===== config.mk =====
export PLATFORM = sky130hd
export DESIGN_NAME = mouse_cursor_sequencer
export DESIGN_NICKNAME = d
export VERILOG_FILES = /design/src/rtl/video_pkg.sv /design/src/rtl/cursor_row_shifter.sv /design/src/rtl/mouse_cursor_sequencer.sv
export SDC_FILE = /design/constraint.sdc
export NUM_CORES = 1
export LEC_CHECK = 0
export BUFFER_PORTS_ARGS = -buffer_cell sky130_fd_sc_hd__buf_2
export CORE_UTILIZATION = 50
export CTS_CLUSTER_SIZE = 30
export DETAILED_ROUTE_END_ITERATION = 10
export HOLD_SLACK_MARGIN = 0.02
export PLACE_DENSITY = 0.8
export SLEW_MARGIN = 20
export SYNTH_ARGS = -nofsm -noshare
export SYNTH_HDL_FRONTEND = slang
export SYNTH_SLANG_ARGS = --single-unit

===== constraint.sdc =====
create_clock -name clk -period 2.4 [get_ports clk]
set_input_delay 0.36 -clock clk [delete_from_list [all_inputs] [get_ports clk]]
set_output_delay 0.36 -clock clk [all_outputs]
set_load 0.01 [all_outputs]

===== src/rtl/video_pkg.sv =====
// Shared video-pipeline types: cursor geometry, coordinate width and the
// cursor sequencer state encoding.
package video_pkg;

  localparam int COORD_W  = 11;
  localparam int CURSOR_W = 8;
  localparam int CURSOR_H = 11;
  localparam int CNT_W    = $clog2(CURSOR_W + 1);

  typedef logic [COORD_W-1:0] coord_t;

  typedef logic [1:0] cursor_state_t;
  localparam cursor_state_t ST_IDLE  = 2'd0;
  localparam cursor_state_t ST_FETCH = 2'd1;
  localparam cursor_state_t ST_ARMED = 2'd2;
  localparam cursor_state_t ST_SHIFT = 2'd3;

endpackage


===== src/rtl/cursor_row_shifter.sv =====
// Holds one captured cursor row and serialises it LSB-first, one bit per
// start/shift strobe, into registered pixel/active outputs.
module cursor_row_shifter
  import video_pkg::*;
(
  input  logic                clk,
  input  logic                rst_n,
  input  logic                pix_en,
  input  logic                load,
  input  logic                start,
  input  logic                shift,
  input  logic                abort,
  input  logic [CURSOR_W-1:0] row_code,
  output logic                last,
  output logic                pixel,
  output logic                active
);

  logic [CURSOR_W-1:0] row_buf;
  logic [CNT_W-1:0]    remain;

  // remain counts bits still owed after the one currently on the output
  assign last = (remain == CNT_W'(1));

  always_ff @(posedge clk or negedge rst_n) begin
    if (!rst_n) begin
      row_buf <= '0;
      remain  <= '0;
      pixel   <= 1'b0;
      active  <= 1'b0;
    end else begin
      if (load)
        row_buf <= row_code;
      if (abort) begin
        pixel  <= 1'b0;
        active <= 1'b0;
        remain <= '0;
      end else if (start || shift) begin
        pixel   <= row_buf[0];
        active  <= 1'b1;
        row_buf <= row_buf >> 1;
        remain  <= start ? CNT_W'(CURSOR_W - 1) : remain - CNT_W'(1);
      end else if (pix_en) begin
        pixel  <= 1'b0;
        active <= 1'b0;
      end
    end
  end

endmodule


===== src/rtl/mouse_cursor_sequencer.sv =====
// Per-scanline cursor ROM sequencer producing a registered per-pixel cursor mask.
// Optional blinking is enabled by defining CURSOR_BLINK_EN.
//
// state    | meaning
// ---------+------------------------------------------------------------
// ST_IDLE  | no row in flight; evaluates vcount on line_start
// ST_FETCH | ROM address driven, row code captured this cycle
// ST_ARMED | waiting for pix_en with hcount == cur_x
// ST_SHIFT | serialising the remaining row bits, one per pix_en
module mouse_cursor_sequencer
  import video_pkg::*;
  #(parameter int BLINK_FRAMES = 30)
(
  input  logic                clk,
  input  logic                rst_n,
  input  logic                pix_en,
  input  logic                line_start,
  input  logic                frame_start,
  input  logic [COORD_W-1:0]  hcount,
  input  logic [COORD_W-1:0]  vcount,
  input  logic [COORD_W-1:0]  mouse_x,
  input  logic [COORD_W-1:0]  mouse_y,
  input  logic                mouse_valid,
  output logic [4:0]          rom_line_number,
  input  logic [CURSOR_W-1:0] rom_line_code,
  output logic                cursor_pixel,
  output logic                cursor_active
);

  coord_t        pend_x, pend_y, cur_x, cur_y;
  coord_t        row;
  cursor_state_t state;
  logic          row_hit, x_hit, sh_start, sh_step, sh_last, pix_raw;

  // rows above the cursor wrap to large values and fail the compare
  assign row      = vcount - cur_y;
  assign row_hit  = row < coord_t'(CURSOR_H);
  assign x_hit    = pix_en && (hcount == cur_x);
  assign sh_start = (state == ST_ARMED) && x_hit && !line_start && !frame_start;
  assign sh_step  = (state == ST_SHIFT) && pix_en && !line_start && !frame_start;

  always_ff @(posedge clk or negedge rst_n) begin
    if (!rst_n) begin
      pend_x <= '0;
      pend_y <= '0;
      cur_x  <= '0;
      cur_y  <= '0;
    end else begin
      if (mouse_valid) begin
        pend_x <= mouse_x;
        pend_y <= mouse_y;
      end
      if (frame_start) begin
        cur_x <= mouse_valid ? mouse_x : pend_x;
        cur_y <= mouse_valid ? mouse_y : pend_y;
      end
    end
  end

  always_ff @(posedge clk or negedge rst_n) begin
    if (!rst_n) begin
      state           <= ST_IDLE;
      rom_line_number <= '0;
    end else if (frame_start) begin
      state <= ST_IDLE;
    end else if (line_start && (state != ST_FETCH)) begin
      if (row_hit) begin
        state           <= ST_FETCH;
        rom_line_number <= row[4:0];
      end else begin
        state <= ST_IDLE;
      end
    end else begin
      case (state)
        ST_FETCH: state <= ST_ARMED;
        ST_ARMED: if (x_hit) state <= ST_SHIFT;
        ST_SHIFT: if (pix_en && sh_last) state <= ST_IDLE;
        default: ;
      endcase
    end
  end

  cursor_row_shifter u_shifter (
    .clk      (clk),
    .rst_n    (rst_n),
    .pix_en   (pix_en),
    .load     (state == ST_FETCH),
    .start    (sh_start),
    .shift    (sh_step),
    .abort    (frame_start || line_start),
    .row_code (rom_line_code),
    .last     (sh_last),
    .pixel    (pix_raw),
    .active   (cursor_active)
  );

`ifdef CURSOR_BLINK_EN
  localparam int BLINK_CW = $clog2(BLINK_FRAMES + 1);

  logic [BLINK_CW-1:0] blink_cnt;
  logic                visible;

  // starts one above the reload value so the first toggle lands on frame BLINK_FRAMES
  always_ff @(posedge clk or negedge rst_n) begin
    if (!rst_n) begin
      blink_cnt <= BLINK_CW'(BLINK_FRAMES);
      visible   <= 1'b1;
    end else if (frame_start) begin
      if (blink_cnt == '0) begin
        visible   <= ~visible;
        blink_cnt <= BLINK_CW'(BLINK_FRAMES - 1);
      end else begin
        blink_cnt <= blink_cnt - BLINK_CW'(1);
      end
    end
  end

  assign cursor_pixel = pix_raw & visible;
`else
  assign cursor_pixel = pix_raw;
`endif

endmodule


# --- Word-level counts from Yosys, hierarchy flattened ---
# Index checks and enable logic that the tools add are counted.
word_totals:
  out_inout_bits: 7
  ram_bits: 0
  in_bits: 58
  latch_bits: 0
  register_bits: 65
  elab_cells: 59
  rom_bits: 0
  n_memories: 0
classes:
  bitwise_logic: 1
  shift: 0
  n_eq_ne: 8
  n_mul: 0
  n_mux: 19
  div_mod_pow: 0
  order_cmp: 1
  reduce_logical: 18
  add_sub_neg: 2
op_table:
  columns: ["op", "n"]
  rows:
  - ["$mux W8", 3]
  - ["$mux W11", 2]
  - ["$mux W4", 3]
  - ["$eq A11 B11 Y1", 1]
  - ["$lt A11 B4 Y1 const B", 1]
  - ["$sub A11 B11 Y11", 1]
  - ["$logic_and A1 B1 Y1", 9]
  - ["$mux W2", 4]
  - ["$mux W1", 6]
  - ["$pmux W2 S3", 1]
  - ["$reduce_and A3 Y1", 2]
  - ["$reduce_bool A5 Y1", 1]
  - ["$eq A2 B2 Y1 const B", 2]
  - ["$eq A4 B1 Y1 const B", 1]
  - ["$ne A4 B2 Y1 const B", 1]
  - ["$ne A4 B3 Y1 const B", 1]
  - ["$sub A4 B1 Y4 const B", 1]
  - ["$reduce_bool A3 Y1", 1]
  - ["$eq A2 B1 Y1 const B", 1]
  - ["$logic_not A1 Y1", 2]
  - ["$logic_or A1 B1 Y1", 2]
  - ["$ne A2 B1 Y1 const B", 1]
  - ["$reduce_bool A2 Y1", 1]
  - ["$not A1 Y1", 1]

# --- Longest topological paths before layout ---
depth:
  depth_word: 8
  ltp_mapped: 10
  ltp_nobuf: 10

# --- Hierarchy ---
# A second synthesis with hierarchy kept.
unflattened:
  cells_unflattened: 283
  area_unflattened_um2: 3311.9
by_module_without_submodules:
  columns: ["mod", "area_each_um2", "seq_area_each_um2", "instances", "cells_each"]
  rows:
  - ["mouse_cursor_sequencer", 2575.0, 1276.2, 1, 224]
  - ["cursor_row_shifter", 737.0, 350.3, 1, 59]

# --- Least setup slack after synthesis ---
# OpenSTA, ideal clock, no wires.
synth_path:
  kind: "input port to flip-flop"
  from: "input vcount[0]"
  to: "register rom_line_number[3]"
  arrival_time_ns: 2.407
  n_path_buf: 0
  path_slack_ns: -0.132
  t_required_ns: 2.275
  stages: 10
  setup_ns: 0.125
  cell_sequence: "inv_1 ha_1 fa_1 nand2b_1 a21oi_4 nor4_1 a31o_1 a2111oi_2 nand4_4 mux2_4"
synth_via:
  elab_chain_len: 3
synth_lines:
  columns: ["element", "line_no", "text"]
  rows:
  - ["start: declaration", "mouse_cursor_sequencer.sv:20", "input logic [COORD_W-1:0] vcount,"]
  - ["$sub A11 B11 Y11 *", "mouse_cursor_sequencer.sv:36", "assign row = vcount - cur_y;"]
  - ["$lt A11 B4 Y1", "mouse_cursor_sequencer.sv:37", "assign row_hit = row < coord_t'(CURSOR_H);"]
  - ["$reduce_and A3 Y1 (no source line)", null, null]
  - ["end signal: assignment", "mouse_cursor_sequencer.sv:69", "rom_line_number <= row[4:0];"]
  - ["end: declaration", "mouse_cursor_sequencer.sv:24", "output logic [4:0] rom_line_number,"]
# Every way passes the cells marked *; elsewhere a longest branch is shown, timed or not.
# A chain may end at the register's enable or synchronous reset.

# --- Worst setup path in the final report ---
layout_path:
  from: "register cur_y[0]"
  to: "register rom_line_number[3]"
layout_via:
  elab_chain_len: 3
layout_lines:
  columns: ["element", "line_no", "text"]
  rows:
  - ["start: declaration", "mouse_cursor_sequencer.sv:30", "coord_t pend_x, pend_y, cur_x, cur_y;"]
  - ["start signal: assignment", "mouse_cursor_sequencer.sv:55", "cur_y <= mouse_valid ? mouse_y : pend_y;"]
  - ["$sub A11 B11 Y11 *", "mouse_cursor_sequencer.sv:36", null]
  - ["$lt A11 B4 Y1", "mouse_cursor_sequencer.sv:37", null]
  - ["$reduce_and A3 Y1 (no source line)", null, null]
# Marks and branches as above.

==> flow_metrics.env <==
export IMPL_status="finished, violations left"
export IMPL_failed_checks="setup timing"
export IMPL_crit_path_start="cur_y[0]"
export IMPL_clkLatencyLatePin_ns=0.34
export IMPL_synth_top_cell_area_share=0.494
export IMPL_grt_max_degree=32
export IMPL_dr_pass1_iters=4
export IMPL_reg2reg_from="cur_y[0]"
export IMPL_syn_area_per_cell_um2=11.4
export IMPL_place_congestion=0.871
export IMPL_area_delta_synth_final_pct=23.7
export IMPL_layout_setup_ws_ns=-0.0546
export IMPL_clockBufferDepth=2
export IMPL_cts_inserted_buffers=9
export IMPL_hold_violations=0
export IMPL_pin_count=65
export IMPL_grt_pass1_wl_um=11600
export IMPL_die_x_um=83.2
export IMPL_preCtsSetupSlack_ns=-0.182
export IMPL_drtIter0Drc=44
export IMPL_crit_path_end_kind="flip-flop"
export IMPL_setup_viol_count_final=4
export IMPL_power_leakage_nw=1.91
export IMPL_worstPathCellList="ha_2 -> fa_2 -> nand2b_4 -> a21oi_4 -> nor4_1 -> a31o_1 -> a2111oi_4 -> nand4_4 -> mux2_4"
export IMPL_grt_pass1_vias=2611
export IMPL_yosysTopAreaCell="dfrtp_1"
export IMPL_ys_warn_count=0
export IMPL_final_area_um2=4080
export IMPL_start_util=0.519
export IMPL_cp_depth=9
export IMPL_cpPeakStageDelay_ns=0.39
export IMPL_chipHeight_um=83.2
export IMPL_wl_met1_um=2820
export IMPL_cts_sinks=65
export IMPL_met3_length_um=349
export IMPL_worstReg2RegEnd="rom_line_number[3]"
export IMPL_cp_data_arrival_time_ns=2.67
export IMPL_cts_htree_levels=3
export IMPL_wl_um=6460
export IMPL_wl_met2_um=3260
export IMPL_worstRegToRegCells=9
export IMPL_overflow=0
export IMPL_crit_path_max_fanout=4
export IMPL_synthesis_area_um2=3290
export IMPL_routedWlPerCell_um=14.1
export IMPL_min_period_over_period=1.02
export IMPL_synthDistinctLibCells=49
export IMPL_slew_viol_final=0
export IMPL_drc=0
export IMPL_period_needed_ns=2.45
export IMPL_cts_root_buf="clkbuf_8"
export IMPL_netlist_top_cells_area="dfrtp_1, mux2_2, ha_1, mux2i_1, xnor2_1"
export IMPL_syn_num_nets=360
export IMPL_slew_headroom=0.542
export IMPL_async_flop_share=1.00
export IMPL_routed_via_count=2436
export IMPL_synth_edf_count=0
export IMPL_critPathLaunchType="flip-flop"
export IMPL_synth_seq_area_share=0.494
export IMPL_timing_hold_ws_ns=0.0225
export IMPL_power_density_nw_per_um2=703
export IMPL_nets=447
export IMPL_ant_nets=0
export IMPL_vdd_drop_max_mv=0.572
export IMPL_synth_seq_cells=65
export IMPL_rsz0062_at_grt="yes"
export IMPL_reg2reg_slack_ns=-0.05
export IMPL_dr_max_layer_used="met4"
export IMPL_grtUsageTotal=0.209
export IMPL_num_rows=29
export IMPL_core_um2=6350
export IMPL_skew_ns=0.0102
export IMPL_place_hpwl_um=4860
export IMPL_synth_most_common_cell="dfrtp_1"
export IMPL_crit_type="flip-flop to flip-flop"
export IMPL_cts_tree="yes"
export IMPL_critPathCapture="rom_line_number[3]"
export IMPL_synth_ff_type="dfrtp_1"
export IMPL_synth_common_cells="dfrtp_1, mux2_2, nand2_1"
export IMPL_worst_ep_required_time_ns=2.61
export IMPL_worst_pin_slew_ns=0.683
export IMPL_max_freq_ghz=0.407
export IMPL_postPlaceCellArea_um2=3830
export IMPL_critPathBufInv=0
export IMPL_dieArea_um2=6920
export IMPL_numPortBuffers=64
export IMPL_critPathTopFamily="compound AO/OA/AOI/OAI gates"
export IMPL_cp_slowest_cell="dfrtp_1"
export IMPL_clk_pin_slew_ns=0.08
export IMPL_vias_per_cell=5.32
export IMPL_antenna_found_initial=0
export IMPL_syn_inst=289
export IMPL_diodes=0
export IMPL_min_path_type="input pin to asynchronous set/reset pin"
export IMPL_maxCapViolations=0
export IMPL_drive_above_1_share=0.402
-- cell families after synthesis --
group,after synthesis,synth area share
flops,65,0.494
simple gates,64,0.0999
compound gates,52,0.111
fa+ha+maj,13,0.0517
buf+inv,30,0.0372
xor+xnor,16,0.0425
mux,49,0.164
-- sequential cells by signal, summed over array words and instances, names as in the netlist --
signal / flops
state: 2
u_shifter.row_buf: 8
cur_y: 11
u_shifter.pixel: 1
cur_x: 11
u_shifter.remain: 4
pend_y: 11
u_shifter.active: 1
rom_line_number: 5
pend_x: 11
-- worst min path at each step --
stage / start / to / cells after the start / slack [ns]
floorplan: rst_n / cur_x[0] / 0 / 0.06
global placement: rst_n / cur_y[8] / 1 / 0.40
detailed placement: rst_n / cur_y[9] / 1 / 0.40
CTS: rst_n / cur_y[8] / 1 / 0.03
global route: rst_n / cur_y[8] / 1 / 0.06
finish: rst_n / cur_y[8] / 1 / 0.02
-- metrics by stage --
| step | util | std cells | total power, mW | TNS [ns] |
|---|---|---|---|---|
| 2_1_floorplan | - | 289 | 1.70 | -0.0449 |
| 3_3_place_gp | 0.603 | 439 | 1.90 | -0.436 |
| 3_5_place_dp | 0.603 | 439 | 1.93 | -0.808 |
| 4_1_cts | 0.637 | 455 | 2.88 | -0.0367 |
| 5_1_grt | 0.642 | 458 | 3.03 | -0.616 |
| 6_report | 0.642 | 458 | 2.87 | -0.0777 |
-- timing repair --
item                       4_1_cts  5_1_grt
hold endpoints to repair         0        0
setup endpoints to repair        5        6
resized for setup                4        2
buffers inserted                 0        3
hold buffers                     0        0
pin swaps                        1        1
-- power breakdown --
part	switching (mW)	internal [mW]
clock network	0.433	0.512
logic	0.324	0.330
registers	0.0547	1.21
-- layout make-up --
type                       count  area, um2
inverter                      20       75.1
sequential                    65       1630
tap                           77       96.3
clock inverter                 6       66.3
fill                         519       2270
multi-input combinational    194       1580
timing repair buffer          86        493
clock buffer                  10        138
-- layer usage --
layer | vias up | track usage
met5 | - | 0
met4 | 0 | 0.0596
met3 | 5 | 0.0596
met2 | 59 | 0.356
met1 | 1183 | 0.259
li1 | 1189 | -
-- cells in the final DEF, fill, tap and decap left out, types with 10 or more instances in the layout --
cell	n
dfrtp_1	65
nand2_1	27
buf_4	20
xnor2_1	13
o21ai_0	21
buf_2	64
ha_1	11
mux2i_1	13
mux2_2	35
inv_1	20
a21oi_1	10
clkbuf_8	10
No activity file was read; power rests on OpenSTA's default activity.
